**src/rtl/execute_load_store_align_if.sv**
```systemverilog
// Bundled handshake/bus signals for the load-response aligner.
// master = surrounding pipeline/memory/AFE stage, slave = the aligner.
interface execute_load_store_align_if #(
    parameter int unsigned P_DEPTH_N = 2
);
    logic                 iFLUSH;
    logic                 iREQ_VALID;
    logic                 oREQ_BUSY;
    logic [1:0]           iREQ_ADDR_LOW;
    logic [1:0]           iREQ_SIZE;
    logic [3:0]           iREQ_AFE;
    logic [4:0]           iREQ_DESTINATION;
    logic                 iMEM_VALID;
    logic                 oMEM_BUSY;
    logic [31:0]          iMEM_DATA;
    logic                 oOUT_VALID;
    logic                 iOUT_BUSY;
    logic [31:0]          oOUT_DATA;
    logic [3:0]           oOUT_AFE;
    logic [4:0]           oOUT_DESTINATION;
    logic                 oOUT_FAULT;
    logic [P_DEPTH_N:0]   oPENDING_COUNT;

    modport slave (
        input  iFLUSH, iREQ_VALID, iREQ_ADDR_LOW, iREQ_SIZE, iREQ_AFE, iREQ_DESTINATION,
               iMEM_VALID, iMEM_DATA, iOUT_BUSY,
        output oREQ_BUSY, oMEM_BUSY, oOUT_VALID, oOUT_DATA, oOUT_AFE, oOUT_DESTINATION,
               oOUT_FAULT, oPENDING_COUNT
    );

    modport master (
        output iFLUSH, iREQ_VALID, iREQ_ADDR_LOW, iREQ_SIZE, iREQ_AFE, iREQ_DESTINATION,
               iMEM_VALID, iMEM_DATA, iOUT_BUSY,
        input  oREQ_BUSY, oMEM_BUSY, oOUT_VALID, oOUT_DATA, oOUT_AFE, oOUT_DESTINATION,
               oOUT_FAULT, oPENDING_COUNT
    );
endinterface

```
**src/rtl/execute_load_store_align.sv**
```systemverilog
// Load-response aligner: in-order pending-load queue, byte/half/word extraction with zero-extension,
// and discard of responses belonging to flushed loads. Optional misalignment fault: LDST_ALIGN_FAULT_EN.
module execute_load_store_align #(
    parameter int unsigned P_DEPTH   = 4,
    parameter int unsigned P_DEPTH_N = 2
) (
    input  logic                          iCLOCK,
    input  logic                          iRESET_SYNC,
    execute_load_store_align_if.slave     bus
);
    localparam int unsigned PTR_W  = P_DEPTH_N;
    localparam int unsigned CNT_W  = P_DEPTH_N + 1;
    // Discards can build up across repeated flushes, so give the counter headroom
    localparam int unsigned DISC_W = P_DEPTH_N + 4;

    typedef struct packed {
        logic [1:0] addr_low;
        logic [1:0] size;
        logic [3:0] afe;
        logic [4:0] dest;
    } entry_t;

    entry_t              queue_q [P_DEPTH];
    logic [PTR_W-1:0]    head_q, head_d, tail_q, tail_d;
    logic [CNT_W-1:0]    count_q, count_d;
    logic [DISC_W-1:0]   discard_q, discard_d;
    logic                out_valid_q, out_valid_d;
    logic [31:0]         out_data_q, out_data_d;
    logic [3:0]          out_afe_q, out_afe_d;
    logic [4:0]          out_dest_q, out_dest_d;
    logic                out_fault_q, out_fault_d;

    entry_t              head_entry;
    logic                full, empty, discarding;
    logic                req_busy_c, mem_busy_c;
    logic                push, accept, pop;
    logic [31:0]         aligned;
    logic                fault;

    assign head_entry = queue_q[head_q];
    assign full       = (count_q == CNT_W'(P_DEPTH));
    assign empty      = (count_q == '0);
    assign discarding = (discard_q != '0);
    assign req_busy_c = full || bus.iFLUSH;
    assign mem_busy_c = !discarding && (empty || (out_valid_q && bus.iOUT_BUSY));
    assign push       = bus.iREQ_VALID && !req_busy_c;
    assign accept     = bus.iMEM_VALID && !mem_busy_c;
    assign pop        = accept && !discarding;

    // Extract the addressed lane(s) from the raw read word
    always_comb begin
        aligned = bus.iMEM_DATA;
        case (head_entry.size)
            2'd0: begin
                case (head_entry.addr_low)
                    2'd0:    aligned = {24'h0, bus.iMEM_DATA[7:0]};
                    2'd1:    aligned = {24'h0, bus.iMEM_DATA[15:8]};
                    2'd2:    aligned = {24'h0, bus.iMEM_DATA[23:16]};
                    default: aligned = {24'h0, bus.iMEM_DATA[31:24]};
                endcase
            end
            2'd1:    aligned = head_entry.addr_low[1] ? {16'h0, bus.iMEM_DATA[31:16]}
                                                      : {16'h0, bus.iMEM_DATA[15:0]};
            default: aligned = bus.iMEM_DATA;
        endcase
    end

`ifdef LDST_ALIGN_FAULT_EN
    always_comb begin
        fault = 1'b0;
        case (head_entry.size)
            2'd0:    fault = 1'b0;
            2'd1:    fault = head_entry.addr_low[0];
            default: fault = (head_entry.addr_low != 2'd0);
        endcase
    end
`else
    assign fault = 1'b0;
`endif

    // Next-state: queue pointers, discard counter and output register
    always_comb begin
        head_d      = head_q;
        tail_d      = tail_q;
        count_d     = count_q;
        discard_d   = discard_q;
        out_valid_d = out_valid_q;
        out_data_d  = out_data_q;
        out_afe_d   = out_afe_q;
        out_dest_d  = out_dest_q;
        out_fault_d = out_fault_q;

        if (bus.iFLUSH) begin
            head_d      = '0;
            tail_d      = '0;
            count_d     = '0;
            discard_d   = discard_q + DISC_W'(count_q) - DISC_W'(accept);
            out_valid_d = 1'b0;
        end else begin
            head_d    = head_q + PTR_W'(pop);
            tail_d    = tail_q + PTR_W'(push);
            count_d   = count_q + CNT_W'(push) - CNT_W'(pop);
            discard_d = discard_q - DISC_W'(accept && discarding);
            if (pop) begin
                out_valid_d = 1'b1;
                out_data_d  = aligned;
                out_afe_d   = head_entry.afe;
                out_dest_d  = head_entry.dest;
                out_fault_d = fault;
            end else if (out_valid_q && !bus.iOUT_BUSY) begin
                out_valid_d = 1'b0;
            end
        end
    end

    always_ff @(posedge iCLOCK) begin
        if (iRESET_SYNC) begin
            head_q      <= '0;
            tail_q      <= '0;
            count_q     <= '0;
            discard_q   <= '0;
            out_valid_q <= 1'b0;
            out_data_q  <= '0;
            out_afe_q   <= '0;
            out_dest_q  <= '0;
            out_fault_q <= 1'b0;
        end else begin
            head_q      <= head_d;
            tail_q      <= tail_d;
            count_q     <= count_d;
            discard_q   <= discard_d;
            out_valid_q <= out_valid_d;
            out_data_q  <= out_data_d;
            out_afe_q   <= out_afe_d;
            out_dest_q  <= out_dest_d;
            out_fault_q <= out_fault_d;
        end
    end

    // Queue storage needs no reset; validity is tracked by the pointers
    always_ff @(posedge iCLOCK) begin
        if (push) begin
            queue_q[tail_q] <= '{addr_low: bus.iREQ_ADDR_LOW, size: bus.iREQ_SIZE,
                                 afe: bus.iREQ_AFE, dest: bus.iREQ_DESTINATION};
        end
    end

    assign bus.oREQ_BUSY        = req_busy_c;
    assign bus.oMEM_BUSY        = mem_busy_c;
    assign bus.oOUT_VALID       = out_valid_q;
    assign bus.oOUT_DATA        = out_data_q;
    assign bus.oOUT_AFE         = out_afe_q;
    assign bus.oOUT_DESTINATION = out_dest_q;
    assign bus.oOUT_FAULT       = out_fault_q;
    assign bus.oPENDING_COUNT   = count_q;

endmodule

```
**src/flat_wrapper.sv**
```systemverilog
// flat-port wrapper written by rule: the top's interface ports become plain ports
module execute_load_store_align_flat 
#(
    parameter int unsigned P_DEPTH   = 4,
    parameter int unsigned P_DEPTH_N = 2
)
  (iCLOCK, iRESET_SYNC, bus_iFLUSH, bus_iREQ_VALID, bus_iREQ_ADDR_LOW, bus_iREQ_SIZE, bus_iREQ_AFE, bus_iREQ_DESTINATION, bus_iMEM_VALID, bus_iMEM_DATA, bus_iOUT_BUSY, bus_oREQ_BUSY, bus_oMEM_BUSY, bus_oOUT_VALID, bus_oOUT_DATA, bus_oOUT_AFE, bus_oOUT_DESTINATION, bus_oOUT_FAULT, bus_oPENDING_COUNT);
  execute_load_store_align_if #(.P_DEPTH_N(P_DEPTH_N)) bus_i ();
  input  logic iCLOCK;
  input  logic iRESET_SYNC;
  input wire logic [$bits(bus_i.iFLUSH)-1:0] bus_iFLUSH;
  input wire logic [$bits(bus_i.iREQ_VALID)-1:0] bus_iREQ_VALID;
  input wire logic [$bits(bus_i.iREQ_ADDR_LOW)-1:0] bus_iREQ_ADDR_LOW;
  input wire logic [$bits(bus_i.iREQ_SIZE)-1:0] bus_iREQ_SIZE;
  input wire logic [$bits(bus_i.iREQ_AFE)-1:0] bus_iREQ_AFE;
  input wire logic [$bits(bus_i.iREQ_DESTINATION)-1:0] bus_iREQ_DESTINATION;
  input wire logic [$bits(bus_i.iMEM_VALID)-1:0] bus_iMEM_VALID;
  input wire logic [$bits(bus_i.iMEM_DATA)-1:0] bus_iMEM_DATA;
  input wire logic [$bits(bus_i.iOUT_BUSY)-1:0] bus_iOUT_BUSY;
  output wire logic [$bits(bus_i.oREQ_BUSY)-1:0] bus_oREQ_BUSY;
  output wire logic [$bits(bus_i.oMEM_BUSY)-1:0] bus_oMEM_BUSY;
  output wire logic [$bits(bus_i.oOUT_VALID)-1:0] bus_oOUT_VALID;
  output wire logic [$bits(bus_i.oOUT_DATA)-1:0] bus_oOUT_DATA;
  output wire logic [$bits(bus_i.oOUT_AFE)-1:0] bus_oOUT_AFE;
  output wire logic [$bits(bus_i.oOUT_DESTINATION)-1:0] bus_oOUT_DESTINATION;
  output wire logic [$bits(bus_i.oOUT_FAULT)-1:0] bus_oOUT_FAULT;
  output wire logic [$bits(bus_i.oPENDING_COUNT)-1:0] bus_oPENDING_COUNT;
  assign bus_i.iFLUSH = bus_iFLUSH;
  assign bus_i.iREQ_VALID = bus_iREQ_VALID;
  assign bus_i.iREQ_ADDR_LOW = bus_iREQ_ADDR_LOW;
  assign bus_i.iREQ_SIZE = bus_iREQ_SIZE;
  assign bus_i.iREQ_AFE = bus_iREQ_AFE;
  assign bus_i.iREQ_DESTINATION = bus_iREQ_DESTINATION;
  assign bus_i.iMEM_VALID = bus_iMEM_VALID;
  assign bus_i.iMEM_DATA = bus_iMEM_DATA;
  assign bus_i.iOUT_BUSY = bus_iOUT_BUSY;
  assign bus_oREQ_BUSY = bus_i.oREQ_BUSY;
  assign bus_oMEM_BUSY = bus_i.oMEM_BUSY;
  assign bus_oOUT_VALID = bus_i.oOUT_VALID;
  assign bus_oOUT_DATA = bus_i.oOUT_DATA;
  assign bus_oOUT_AFE = bus_i.oOUT_AFE;
  assign bus_oOUT_DESTINATION = bus_i.oOUT_DESTINATION;
  assign bus_oOUT_FAULT = bus_i.oOUT_FAULT;
  assign bus_oPENDING_COUNT = bus_i.oPENDING_COUNT;
  execute_load_store_align #(.P_DEPTH(P_DEPTH), .P_DEPTH_N(P_DEPTH_N)) u_core (.iCLOCK(iCLOCK), .iRESET_SYNC(iRESET_SYNC), .bus(bus_i));
endmodule
```
**config.mk**
```make
export PLATFORM = sky130hd
export DESIGN_NAME = execute_load_store_align_flat
export DESIGN_NICKNAME = d
export VERILOG_FILES = /design/src/rtl/execute_load_store_align_if.sv /design/src/rtl/execute_load_store_align.sv /design/src/flat_wrapper.sv
export SDC_FILE = /design/constraint.sdc
export NUM_CORES = 1
export LEC_CHECK = 0
export ABC_CLOCK_PERIOD_IN_PS = 2600
export BUFFER_PORTS_ARGS = -buffer_cell sky130_fd_sc_hd__buf_2
export CORE_ASPECT_RATIO = 0.8
export CORE_MARGIN = 2
export CORE_UTILIZATION = 51
export CTS_BUF_LIST = sky130_fd_sc_hd__clkbuf_8
export CTS_CLUSTER_DIAMETER = 100
export DETAILED_ROUTE_END_ITERATION = 10
export PLACE_DENSITY = 0.78
export SYNTH_ARGS = -nofsm -noshare
export SYNTH_HDL_FRONTEND = slang
export SYNTH_SLANG_ARGS = --single-unit
```
**constraint.sdc**
```tcl
create_clock -name iCLOCK -period 2.6 [get_ports iCLOCK]
set_input_delay 0.13 -clock iCLOCK [delete_from_list [all_inputs] [get_ports iCLOCK]]
set_output_delay 0.13 -clock iCLOCK [all_outputs]
set_load 0.01 [all_outputs]
```
# After elaboration in Yosys (flattened, before gate mapping)
# Memory sizes are Yosys's and may differ from the RTL's. A register that Yosys moved wholly into a read port is not among the register bits.
# Cells that the tools add are included.
# W data, S select, Z words.
# totals
ff_bits	55
latch_bits	0
ramBits	52
mem_bits_ro	0
word_cells	50
memories	1
# mem_list
memory	depth	width	rd	rd_ports_with_merged_regs	write_ports	line	text
u_core.queue_q	4	13	1	1	1	execute_load_store_align.sv:23	entry_t queue_q [P_DEPTH];
# op_classes
add_sub_neg	7
n_mul	0
n_div	0
order_cmp	0
n_eq_ne	4
shifts	0
mux	9
bitwise	1
n_reduce_logical	20
# op_table
operator	n
$pmux W32 S2	1
$pmux W8 S3	1
$mux W16	1
$sub A6 B1 Y6	2
$logic_and A1 B1 Y1	7
$add A6 B3 Y6	1
$mux W6	1
$reduce_bool A6 Y1	1
$add A2 B1 Y2	2
$eq A2 B1 Y1 const B	2
$logic_not A1 Y1	4
$logic_not A2 Y1	2
$mux W1	4
$add A3 B1 Y3	1
$eq A3 B3 Y1 const B	1
$logic_not A3 Y1	1
$sub A3 B1 Y3	1
$eq A2 B2 Y1 const B	1
$logic_or A1 B1 Y1	2
$mux W2	1
$reduce_and A2 Y1	1
$reduce_bool A2 Y1	1
$reduce_or A2 Y1	1
$not A1 Y1	1

# Longest topological paths before layout
# logic_depth
word_depth	8
ltp_mapped	15
mapped_depth_nobuf	15

# Least setup slack after synthesis
# Ideal clock, no wire load.
# synth_path
path_kind	register to register
start	register u_core.discard_q[4]
end	register u_core.discard_q[4]
arrival_time_ns	2.500
required_ns	2.514
path_slack_ns	0.014
stages_incl_launch_ff	16
period_less_slack_ns	2.586
path_cell_list	dfxtp_1 inv_1 ha_1 and4_1 nor2b_1 nor2b_1 ha_1 inv_1 ha_1 inv_1 fa_1 inv_1 a21o_1 a21oi_1 xnor2_1 a211oi_1
# synth_between
elab_chain_cells	8
word_cells_on_any_way	10
# synth_rtl
element	line	text
start, declared	execute_load_store_align.sv:26	logic [DISC_W-1:0] discard_q, discard_d;
start signal, assigned	execute_load_store_align.sv:131	discard_q <= discard_d;
$reduce_bool A6 Y1 (*)	execute_load_store_align.sv:43	assign discarding = (discard_q != '0);
$logic_not A1 Y1 (*)	execute_load_store_align.sv:45	assign mem_busy_c = !discarding && (empty || (out_valid_q && bus.iOUT_BUSY));
$logic_and A1 B1 Y1 (*)	execute_load_store_align.sv:45	
via bus_oMEM_BUSY	flat_wrapper.sv:21	output wire logic [$bits(bus_i.oMEM_BUSY)-1:0] bus_oMEM_BUSY;
$logic_not A1 Y1 (*)	execute_load_store_align.sv:47	assign accept = bus.iMEM_VALID && !mem_busy_c;
$logic_and A1 B1 Y1 (*)	execute_load_store_align.sv:47	
$logic_and A1 B1 Y1	execute_load_store_align.sv:103	discard_d = discard_q - DISC_W'(accept && discarding);
$sub A6 B1 Y6	execute_load_store_align.sv:103	
$mux W6 (*)	execute_load_store_align.sv:93	if (bus.iFLUSH) begin
# Mark *: on every way through the listed nets, which the timed path passes. The rest lies on a longest branch.
# A chain may end at the register's enable or synchronous reset.

# Worst setup path in the final report
# layout_path
start	register u_core.discard_q[4]
end	register u_core.discard_q[4]
# layout_between
elab_chain_cells	8
word_cells_on_any_way	10
# layout_rtl
element	line
parallel branches: the longest is 7 deep, another holds $add A6 B3 Y6	--
$mux W6 (*)	execute_load_store_align.sv:93
# Every way passes the cells marked *.

==> run_results.csv <==
group,metric,value,unit
outcome,status,"completed",
power,irDropWorstVdd,0.000519,V
timing,fin_skew,8.60,ps
synth,synth.most_common_cell,"dfxtp_1",
synth,ys_seq_area_share,55.9,%
route,viasPerCell,5.49,
worst_setup_path,required,2890,ps
timing,setup-violations-final,0,
grt,grt_pass1_wl,17800,um
synth,syn-instance-count,420,
clocking,clkSinkCount,107,
clocking,clock_latency,370,ps
timing,fmax,401,MHz
synth,synth_area_leader_cell,"edfxtp_1",
grt,gr-total-overflow,0,
synth,netlist_top_cells_area,"edfxtp_1 (33%), dfxtp_1 (23%), mux4_1 (6.1%)",
final_layout,final_util,63.0,%
timing,fin_crit,2490,ps
synth,syn-num-nets,489,
clocking,root_buffer,"clkbuf_8",
clocking,cts_buffers,9,
worst_setup_path,critPathKind,"reg -> reg",
min_path,hold_path.class,"in -> reg",
route,wl_per_cell,16.7,um
floorplanning,placementRows,31,
flow_run,drv_cap,0,
clocking,cts.path.max_buffers,2,
clocking,htreeDepth,3,
worst_setup_path,path_max_fanout,3,
grt,grt_max_degree,43,
timing,finalHoldViolCount,0,
route,drt_iter0_drc,311,
route,dr.pass1.iters,4,
timing,slew_headroom,61.1,%
synth,ys_types,45,
final_layout,fin_area,5720,um2
grt,grt_pass1_vias,3507,
placed_design,post-dp-hpwl,7570,um
final_layout,final_nets,599,
placed_design,place_congestion,0.839,
synth,ys_ff_latch,107,
floorplanning,die_x,112,um
placed_design,io_buffers,97,
timing,worst_pin_slew,581,ps
synth,syn_avg_cell_area,11.4,um2
timing,fin_crit_sh,95.8,%
floorplanning,design.core.area,9080,um2
grt,antenna_found_initial,0,
synth,ys_top_cells_by_count,"dfxtp_1 (55), edfxtp_1 (52), nor2_1 (42), nand2_1 (40), a21oi_1 (29)",
grt,grt_use_total,22.1,%
power,power_density,647,nW/um2
route,ant_nets,0,
floorplanning,dieArea,10100,um2
synth,synthFlopType,"dfxtp_1",
final_layout,drive_above_1_share,26.4,%
power,power_leakage,2.31,nW
route,drc,0,
floorplanning,io_pins,99,
final_layout,fill_cells,738,
route,routed_wirelength,10900,um
timing,timing.final.ws_setup,108,ps
route,vias,3571,
synth,synth_top_area_share,32.8,%
final_layout,fin_cells,650,
worst_setup_path,arrival,2780,ps
clocking,cts.clk_slew.worst_paths,110,ps
final_layout,n_antenna_cell,0,
floorplanning,die_h,90.5,um
floorplanning,initial_core_util,52.5,%
synth,async_flop_share,0,%
final_layout,syn_to_final_growth,20.0,%
worst_setup_path,end_kind,"flip-flop",
placed_design,dpl_cell_area,5360,um2
synth,netlist_area,4770,um2
synth,synth_edf_count,52,
timing,slew_viol_final,0,
placed_design,dpl.cell_count,617,
placed_design,dpl_worst_slack,16.7,ps
synth,ys_warn_count,0,
clocking,cts_tree,"yes",
worst_setup_path,critPathLaunchType,"flip-flop",
final cells by class:
| type | instances | area [um2] | area share, % |
|---|---|---|---|
| tap | 115 | 144 | 2.52 |
| multi-input combinational | 263 | 1900 | 33.3 |
| clock buffer | 9 | 124 | 2.17 |
| timing repair buffer | 127 | 743 | 13.0 |
| sequential | 107 | 2670 | 46.6 |
| clock inverter | 7 | 58.8 | 1.03 |
| inverter | 22 | 82.6 | 1.44 |
critical path, stage by stage (launching register included):
cell and delay [ps]:
dfxtp_2 350, inv_2 50, ha_1 180, and4_1 150, nor2b_4 120, nor2b_1 120, ha_1 240, inv_1 60
ha_2 180, inv_2 40, fa_2 360, inv_2 60, a21o_1 120, a21oi_2 70, xnor2_1 130, a211oi_1 190
what timing repair did:
action / CTS / global route
setup endpoints to repair: 1 / 1
pin swaps: 0 / 4
resized for setup: 1 / 9
hold buffers: 13 / 0
setup buffers: 0 / 4
endpoints found under the hold margin: 47 / 0
per-stage QoR:
| step | hold WS [ps] | TNS [ps] | power (mW) |
|---|---|---|---|
| 6_report | 23.8 | 0 | 3.70 |
| 5_1_grt | 10.4 | -21.3 | 3.91 |
| 4_1_cts | 2.61 | 0 | 3.65 |
| 3_5_place_dp | 348 | 0 | 2.67 |
| 3_3_place_gp | 341 | 0 | 2.64 |
| 2_1_floorplan | 229 | 0 | 2.45 |
placed cells by master, fill, tap and decap left out, drive strengths merged, types with 8 or more instances in the layout:
master and count:
buf 114, dfxtp 55, edfxtp 52, nor2 42, nand2 40, a21oi 29
inv 27, nor3 19, nand3 18, ha 16, dlygate4sd3 13, mux4 13
a211oi 10, mux2i 9, xnor2 9, clkbuf 9, a221oi 8
worst paths after layout:
path,start,end,slack [ps],depth (start not counted)
setup / recovery,u_core.discard_q[4]$_SDFF_PP0_,u_core.discard_q[4]$_SDFF_PP0_,110,15
hold / removal,bus_iMEM_DATA[31],u_core.bus.oOUT_DATA[31]$_SDFFE_PP0P_,20,3
setup reg to reg,u_core.discard_q[4]$_SDFF_PP0_,u_core.discard_q[4]$_SDFF_PP0_,110,15
hold reg to reg,u_core.bus.oOUT_DESTINATION[2]$_SDFFE_PP0P_,u_core.bus.oOUT_DESTINATION[2]$_SDFFE_PP0P_,460,2
where the power goes:
group	switching, mW	leakage [nW]	total [mW]	internal [mW]
clock	0.595	0.0915	0.961	0.365
combinational	0.462	1.30	0.878	0.416
sequential	0.0367	0.918	1.86	1.83
total	1.09	2.31	3.70	2.61
state kept, by name, indices dropped and copies added, names as in the netlist:
name and count:
u_core.queue_q 52, u_core.tail_q 2, u_core.discard_q 6, u_core.bus.oOUT_AFE 4, u_core.head_q 2, u_core.bus.oOUT_DESTINATION 5, u_core.bus.oOUT_DATA 32, u_core.bus.oPENDING_COUNT 3
u_core.bus.oOUT_VALID 1
metal layers:
metal	track usage [%]	wire, um	up-vias
li1	-	-	1730
met1	30.3	4960	1707
met2	36.1	5170	126
met3	5.37	648	8
met4	4.57	80	0
met5	0	0	-
kinds of logic after synthesis:
group	synth area share [%]
other	0.0787
flip-flops	55.9
adder cells (fa/ha/maj)	5.04
buffers and inverters	4.67
XOR/XNOR	2.02
multiplexers	8.90
AND/OR/NAND/NOR	14.3
AO/OA/AOI/OAI	9.11
Power figures use the tool's default switching activity.
